`config.mk`:
```
export PLATFORM = sky130hd
export DESIGN_NAME = display_arbiter
export DESIGN_NICKNAME = d
export VERILOG_FILES = /design/src/rtl/display_arbiter.sv
export SDC_FILE = /design/constraint.sdc
export NUM_CORES = 1
export LEC_CHECK = 0
export BUFFER_PORTS_ARGS = -buffer_cell sky130_fd_sc_hd__buf_4
export CAP_MARGIN = 0
export CORE_AREA = 3 3 128 130
export DETAILED_ROUTE_END_ITERATION = 6
export DIE_AREA = 0 0 131 133
export PLACE_DENSITY = 0.68
export SLEW_MARGIN = 20
export SYNTH_ARGS = -nofsm -noshare
export SYNTH_HDL_FRONTEND = slang
export SYNTH_SLANG_ARGS = --single-unit
```
`constraint.sdc`:
```
create_clock -name clk -period 3.1 [get_ports clk]
set_input_delay 0.62 -clock clk [delete_from_list [all_inputs] [get_ports clk]]
set_output_delay 0.62 -clock clk [all_outputs]
set_load 0.05 [all_outputs]
```
`src/rtl/display_arbiter.sv`:
```
// Round-robin owner of the shared 8-digit/16-LED display path between four clients.
// Enforces a minimum dwell per owner and shows one blank frame on every hand-over.
module display_arbiter #(
  parameter int CLK_FREQ = 25,
  parameter int DWELL_MS = 500
) (
  input  logic         clk,
  input  logic         rst,
  input  logic [3:0]   req,
  input  logic [31:0]  frame_en,
  input  logic [127:0] frame_data,
  input  logic [31:0]  frame_dot,
  input  logic [63:0]  frame_led,
  output logic [3:0]   grant,
  output logic [1:0]   owner,
  output logic [7:0]   disp_en,
  output logic [31:0]  disp_data,
  output logic [7:0]   disp_dot,
  output logic [15:0]  disp_led,
  output logic         changed
);

  function automatic int GET_WIDTH(input int n);
    return (n > 2) ? $clog2(n) : 1;
  endfunction

  localparam int               DWELL_CYCLES = CLK_FREQ * DWELL_MS * 1000;
  localparam int               CNT_W        = GET_WIDTH(DWELL_CYCLES);
  localparam logic [CNT_W-1:0] DWELL_LAST   = CNT_W'(DWELL_CYCLES - 1);

  typedef enum logic [1:0] {IDLE, HOLD, OPEN, SWITCH} state_t;

  state_t           state, state_next;
  logic [CNT_W-1:0] dwell, dwell_next;
  logic             pend, pend_next;
  logic [3:0]       grant_next;
  logic [1:0]       owner_next;
  logic [7:0]       disp_en_next;
  logic [31:0]      disp_data_next;
  logic [7:0]       disp_dot_next;
  logic [15:0]      disp_led_next;
  logic             changed_next;
  logic [1:0]       winner;
  logic [3:0]       owner_mask;
  logic             owner_req;
  logic             others;
  logic             frame_valid;

  // Nearest requester after 'last' wins; 'last' itself only when nobody else asks.
  function automatic logic [1:0] rr_pick(input logic [3:0] r, input logic [1:0] last);
    logic [1:0] idx;
    logic [1:0] pick;
    pick = last;
    for (int i = 3; i >= 1; i--) begin
      idx = last + 2'(i);
      if (r[idx]) pick = idx;
    end
    return pick;
  endfunction

  always_comb begin
    // NOTE: every signal driven here gets a default first, so no path can infer a latch.
    state_next = state;
    grant_next = grant;
    owner_next = owner;
    dwell_next = dwell;
    pend_next  = 1'b0;
    winner     = rr_pick(req, owner);
    owner_mask = 4'b0001 << owner;
    owner_req  = |(req & owner_mask);
    others     = |(req & ~owner_mask);

    unique case (state)
      IDLE, SWITCH: begin
        state_next = IDLE;
        grant_next = '0;
        if (|req) begin
          state_next = HOLD;
          grant_next = 4'b0001 << winner;
          owner_next = winner;
          dwell_next = '0;
          // A re-grant of the same client right after a hand-over is not a new source.
          pend_next  = (state == IDLE) || (winner != owner);
        end
      end
      HOLD: begin
        if (!owner_req) begin
          state_next = SWITCH;
          grant_next = '0;
        end else if (dwell == DWELL_LAST) begin
          state_next = OPEN;
        end
        if (dwell != DWELL_LAST) dwell_next = dwell + 1'b1;
      end
      OPEN: begin
        if (!owner_req || others) begin
          state_next = SWITCH;
          grant_next = '0;
        end
      end
      default: state_next = IDLE;
    endcase

    // The frame is only shown while the grant is held across the edge; a hand-over blanks it.
    frame_valid    = (|grant) && (state_next != SWITCH);
    disp_en_next   = frame_valid ? frame_en[{owner, 3'd0} +: 8]    : '0;
    disp_data_next = frame_valid ? frame_data[{owner, 5'd0} +: 32] : '0;
    disp_dot_next  = frame_valid ? frame_dot[{owner, 3'd0} +: 8]   : '0;
    disp_led_next  = frame_valid ? frame_led[{owner, 4'd0} +: 16]  : '0;
    changed_next   = pend & frame_valid;
  end

  // NOTE: non-blocking assignments so every register updates from pre-edge values together.
  always_ff @(posedge clk) begin
    if (rst) begin
      state     <= IDLE;
      grant     <= '0;
      owner     <= 2'd3;
      dwell     <= '0;
      pend      <= 1'b0;
      disp_en   <= '0;
      disp_data <= '0;
      disp_dot  <= '0;
      disp_led  <= '0;
      changed   <= 1'b0;
    end else begin
      state     <= state_next;
      grant     <= grant_next;
      owner     <= owner_next;
      dwell     <= dwell_next;
      pend      <= pend_next;
      disp_en   <= disp_en_next;
      disp_data <= disp_data_next;
      disp_dot  <= disp_dot_next;
      disp_led  <= disp_led_next;
      changed   <= changed_next;
    end
  end

endmodule

```
==> impl_metrics.toml <==
[floorplan]
initial_utilization_pct = 36.87
core_region_area_um2 = 15260
rows = 45
die_h_um = 133
chipWidth_um = 131
die_area_um2 = 17420
ios = 333

[synthesis]
ys_types = 53
syn-num-nets = 794
synth_edf_count = 0
synth.avg_cell_area_um2 = 10.76
netlist_area_um2 = 5625
ys_async_sr_fraction_pct = 0
ys_ff_latch = 98
syn_inst = 523
yosysWarnings = 0
ys_seq_area_share_pct = 34.88
synth_ff_type = "dfxtp_1"

[cts]
cts_setup_buffers = 0
cts_buffer_depth = 2
cts-resized-gates = 0
clock_latency_ns = 0.34
path_clk_slew_ns = 0.06
cts_tree = "yes"
htreeDepth = 3
cts_made_buffers = 9
cts.sinks = 98
cts_root_buffer = "clkbuf_16"
ctsHoldBuffers = 0

[timing]
slew_violations = 0
fin_skew_ns = 0.007216
rsz0062_at_grt = "no"
fmax_mhz = 394.6
relSlewSlack_pct = 44.15
fin_crit_sh_pct = 81.76
fin_tns_setup_ns = 0
setup_viol = 0
tightest_slew_ns = 0.8376
period_minus_slack_ns = 2.535
hold_viol = 0

[power]
power.density_nw_per_um2 = 820.3
leakagePower_nw = 3.915
vdd_drop_max_mv = 0.4532
power_w = 0.007023

[detailed_routing]
wl_met2_mm = 10.46
top_layer = "met5"
ant_nets = 0
route.vias.total = 5375
met1_length_mm = 7.838
drc_errors = 0
wl_mm = 20.32
vias_per_cell = 5.148
dr.pass1.iters = 4
wl_met3_mm = 1.620
first_iter_violations = 261
avgRoutedWirePerCell_um = 19.47

[grt]
grt_max_degree = 62
antenna_found_initial = 1
grt_use_total_pct = 22.25
grt_pass1_vias = 5387
gr-total-overflow = 0
grt_pass1_wl_mm = 29.66

[final_layout]
antenna_cells = 0
fin_area_um2 = 8561
layout-drive-gt1-share_pct = 52.58
layout.nets = 1099
fillers = 1348
area_growth_pct = 52.18

[worst_setup_path]
cp-end-kind = "register"
reg2reg_slack_ns = 0.57
worstPathArrival_ns = 2.73
startpoint = "owner[1]$_SDFFE_PP1P_"
worst-path-max-fanout = 44
reg2reg_depth = 8
reg2reg_to = "disp_data[25]$_SDFF_PP0_"
crit_type = "register to register"
worstPathRequired_ns = 3.29
reg2reg_from = "owner[1]$_SDFFE_PP1P_"
startpoint_type = "register"

[placement]
io_buffers = 332
dp_hpwl_mm = 16.27
place_area_um2 = 8252
place_congestion = 0.9667

[status]
status = "completed"

[worst_hold_path]
min-delay-start = "pend$_SDFF_PP0_"
holdCritPathClass = "register to register"
holdPathStages = 2
min_to = "changed$_SDFF_PP0_"

[job]
max-cap-violations = 0
## metrics by stage
step	hold slack [ns]	util, %	cells	setup slack, ns
2_1_floorplan	0.4006	-	523	0.3793
3_3_place_gp	0.4231	54.08	1028	0.5285
3_5_place_dp	0.4177	54.08	1028	0.4902
5_1_grt	0.4486	56.11	1044	0.3774
6_report	0.4235	56.11	1044	0.5655
4_1_cts	0.4297	56.11	1044	0.5652
## state kept, by name, indices dropped and copies added, names as in the netlist
| name | count |
|---|---|
| grant | 4 |
| changed | 1 |
| owner | 2 |
| disp_dot | 8 |
| pend | 1 |
| disp_en | 8 |
| state | 2 |
| disp_led | 16 |
| disp_data | 32 |
| dwell | 24 |
## worst max-delay path by stage
stage / end / cells after the start / slack (ns)
finish: disp_data[25]$_SDFF_PP0_ / 8 / 0.57
global route: disp_en[3]$_SDFF_PP0_ / 8 / 0.38
floorplan: disp_data[0]$_SDFF_PP0_ / 11 / 0.38
CTS: disp_data[25]$_SDFF_PP0_ / 8 / 0.57
detailed placement: dwell[3]$_SDFFE_PP0P_ / 6 / 0.49
global placement: dwell[3]$_SDFFE_PP0P_ / 6 / 0.53
## cells in the final DEF, fill, tap and decap left out, drive strengths merged, types with 3 or more instances in the layout
cell type / instances
a21oi: 5
nand2: 14
clkbuf: 14
buf: 340
nor2: 28
o21ai: 5
dfxtp: 98
a22o: 6
xnor2: 16
nand3: 8
o211ai: 7
and2: 3
xor2: 4
nand2b: 5
or4: 4
inv: 77
nand4: 5
a211oi: 66
o21a: 3
o2111ai: 3
ha: 9
nor3: 9
nor4: 10
mux4: 65
and4: 4
## synthesized netlist by cell type, types with 2 or more instances
cell type	n	share of area, %
nand4_1	4	0.44
nand2b_1	4	0.44
o21a_1	3	0.40
xor2_1	4	0.62
nor4_1	9	1.0
nor3b_1	2	0.27
buf_2	22	2.0
or4_1	4	0.53
nand2_1	14	0.93
and3_1	2	0.22
xnor2_1	16	2.5
clkbuf_1	18	1.2
o21ai_0	4	0.36
inv_1	77	5.1
buf_1	2	0.13
a31o_2	2	0.31
and2_1	3	0.33
o31a_1	2	0.31
o211ai_1	6	0.80
o2111ai_1	2	0.31
a21oi_1	4	0.36
dfxtp_1	98	35
nor2_1	28	1.9
mux4_2	65	26
nand3_1	8	0.71
nor3_1	9	0.80
and4_1	4	0.62
mux2i_1	2	0.36
ha_1	9	2.0
clkbuf_2	3	0.27
a22o_1	6	0.93
a211oi_1	66	8.8
## worst max-delay path, cell delays in order, from the launching register on
cell      delay [ns]
dfxtp_4         0.64
inv_1           0.18
ha_1            0.22
a22o_1          0.24
o21ai_0         0.22
nor2_1          0.08
nor3_2          0.20
buf_4           0.43
a211oi_1        0.15
## logic make-up after synthesis
group / Yosys count / share of synthesized area [%]
buf+inv: 123 / 8.897
simple gates: 98 / 9.408
xor+xnor: 20 / 3.114
mux: 68 / 26.58
flops: 98 / 34.88
fa+ha+maj: 9 / 2.002
compound gates: 107 / 15.12
## power breakdown
part | switching [W] | total, W | internal, W
Clock | 0.000459 | 0.00115 | 0.000691
Combinational | 0.00247 | 0.00404 | 0.00157
Sequential | 0.000245 | 0.00183 | 0.00159
Total | 0.00317 | 0.00702 | 0.00385
## cell type report
| class | count | area [um^2] | share of cell area (%) |
|---|---|---|---|
| clock buffer | 14 | 274.0 | 3.201 |
| clock inverter | 2 | 35.03 | 0.4092 |
| sequential | 98 | 1969 | 23.00 |
| timing repair buffer | 340 | 2552 | 29.82 |
| inverter | 77 | 289.0 | 3.376 |
| tap | 211 | 264.0 | 3.084 |
| multi-input combinational | 302 | 3177 | 37.11 |
## routing by layer
layer,up-vias,GRT usage (%)
met5,-,0
met4,2,7.143
met3,25,4.925
met2,235,39.33
met1,2553,26.41
li1,2560,-
No activity file was read; power rests on OpenSTA's default activity.
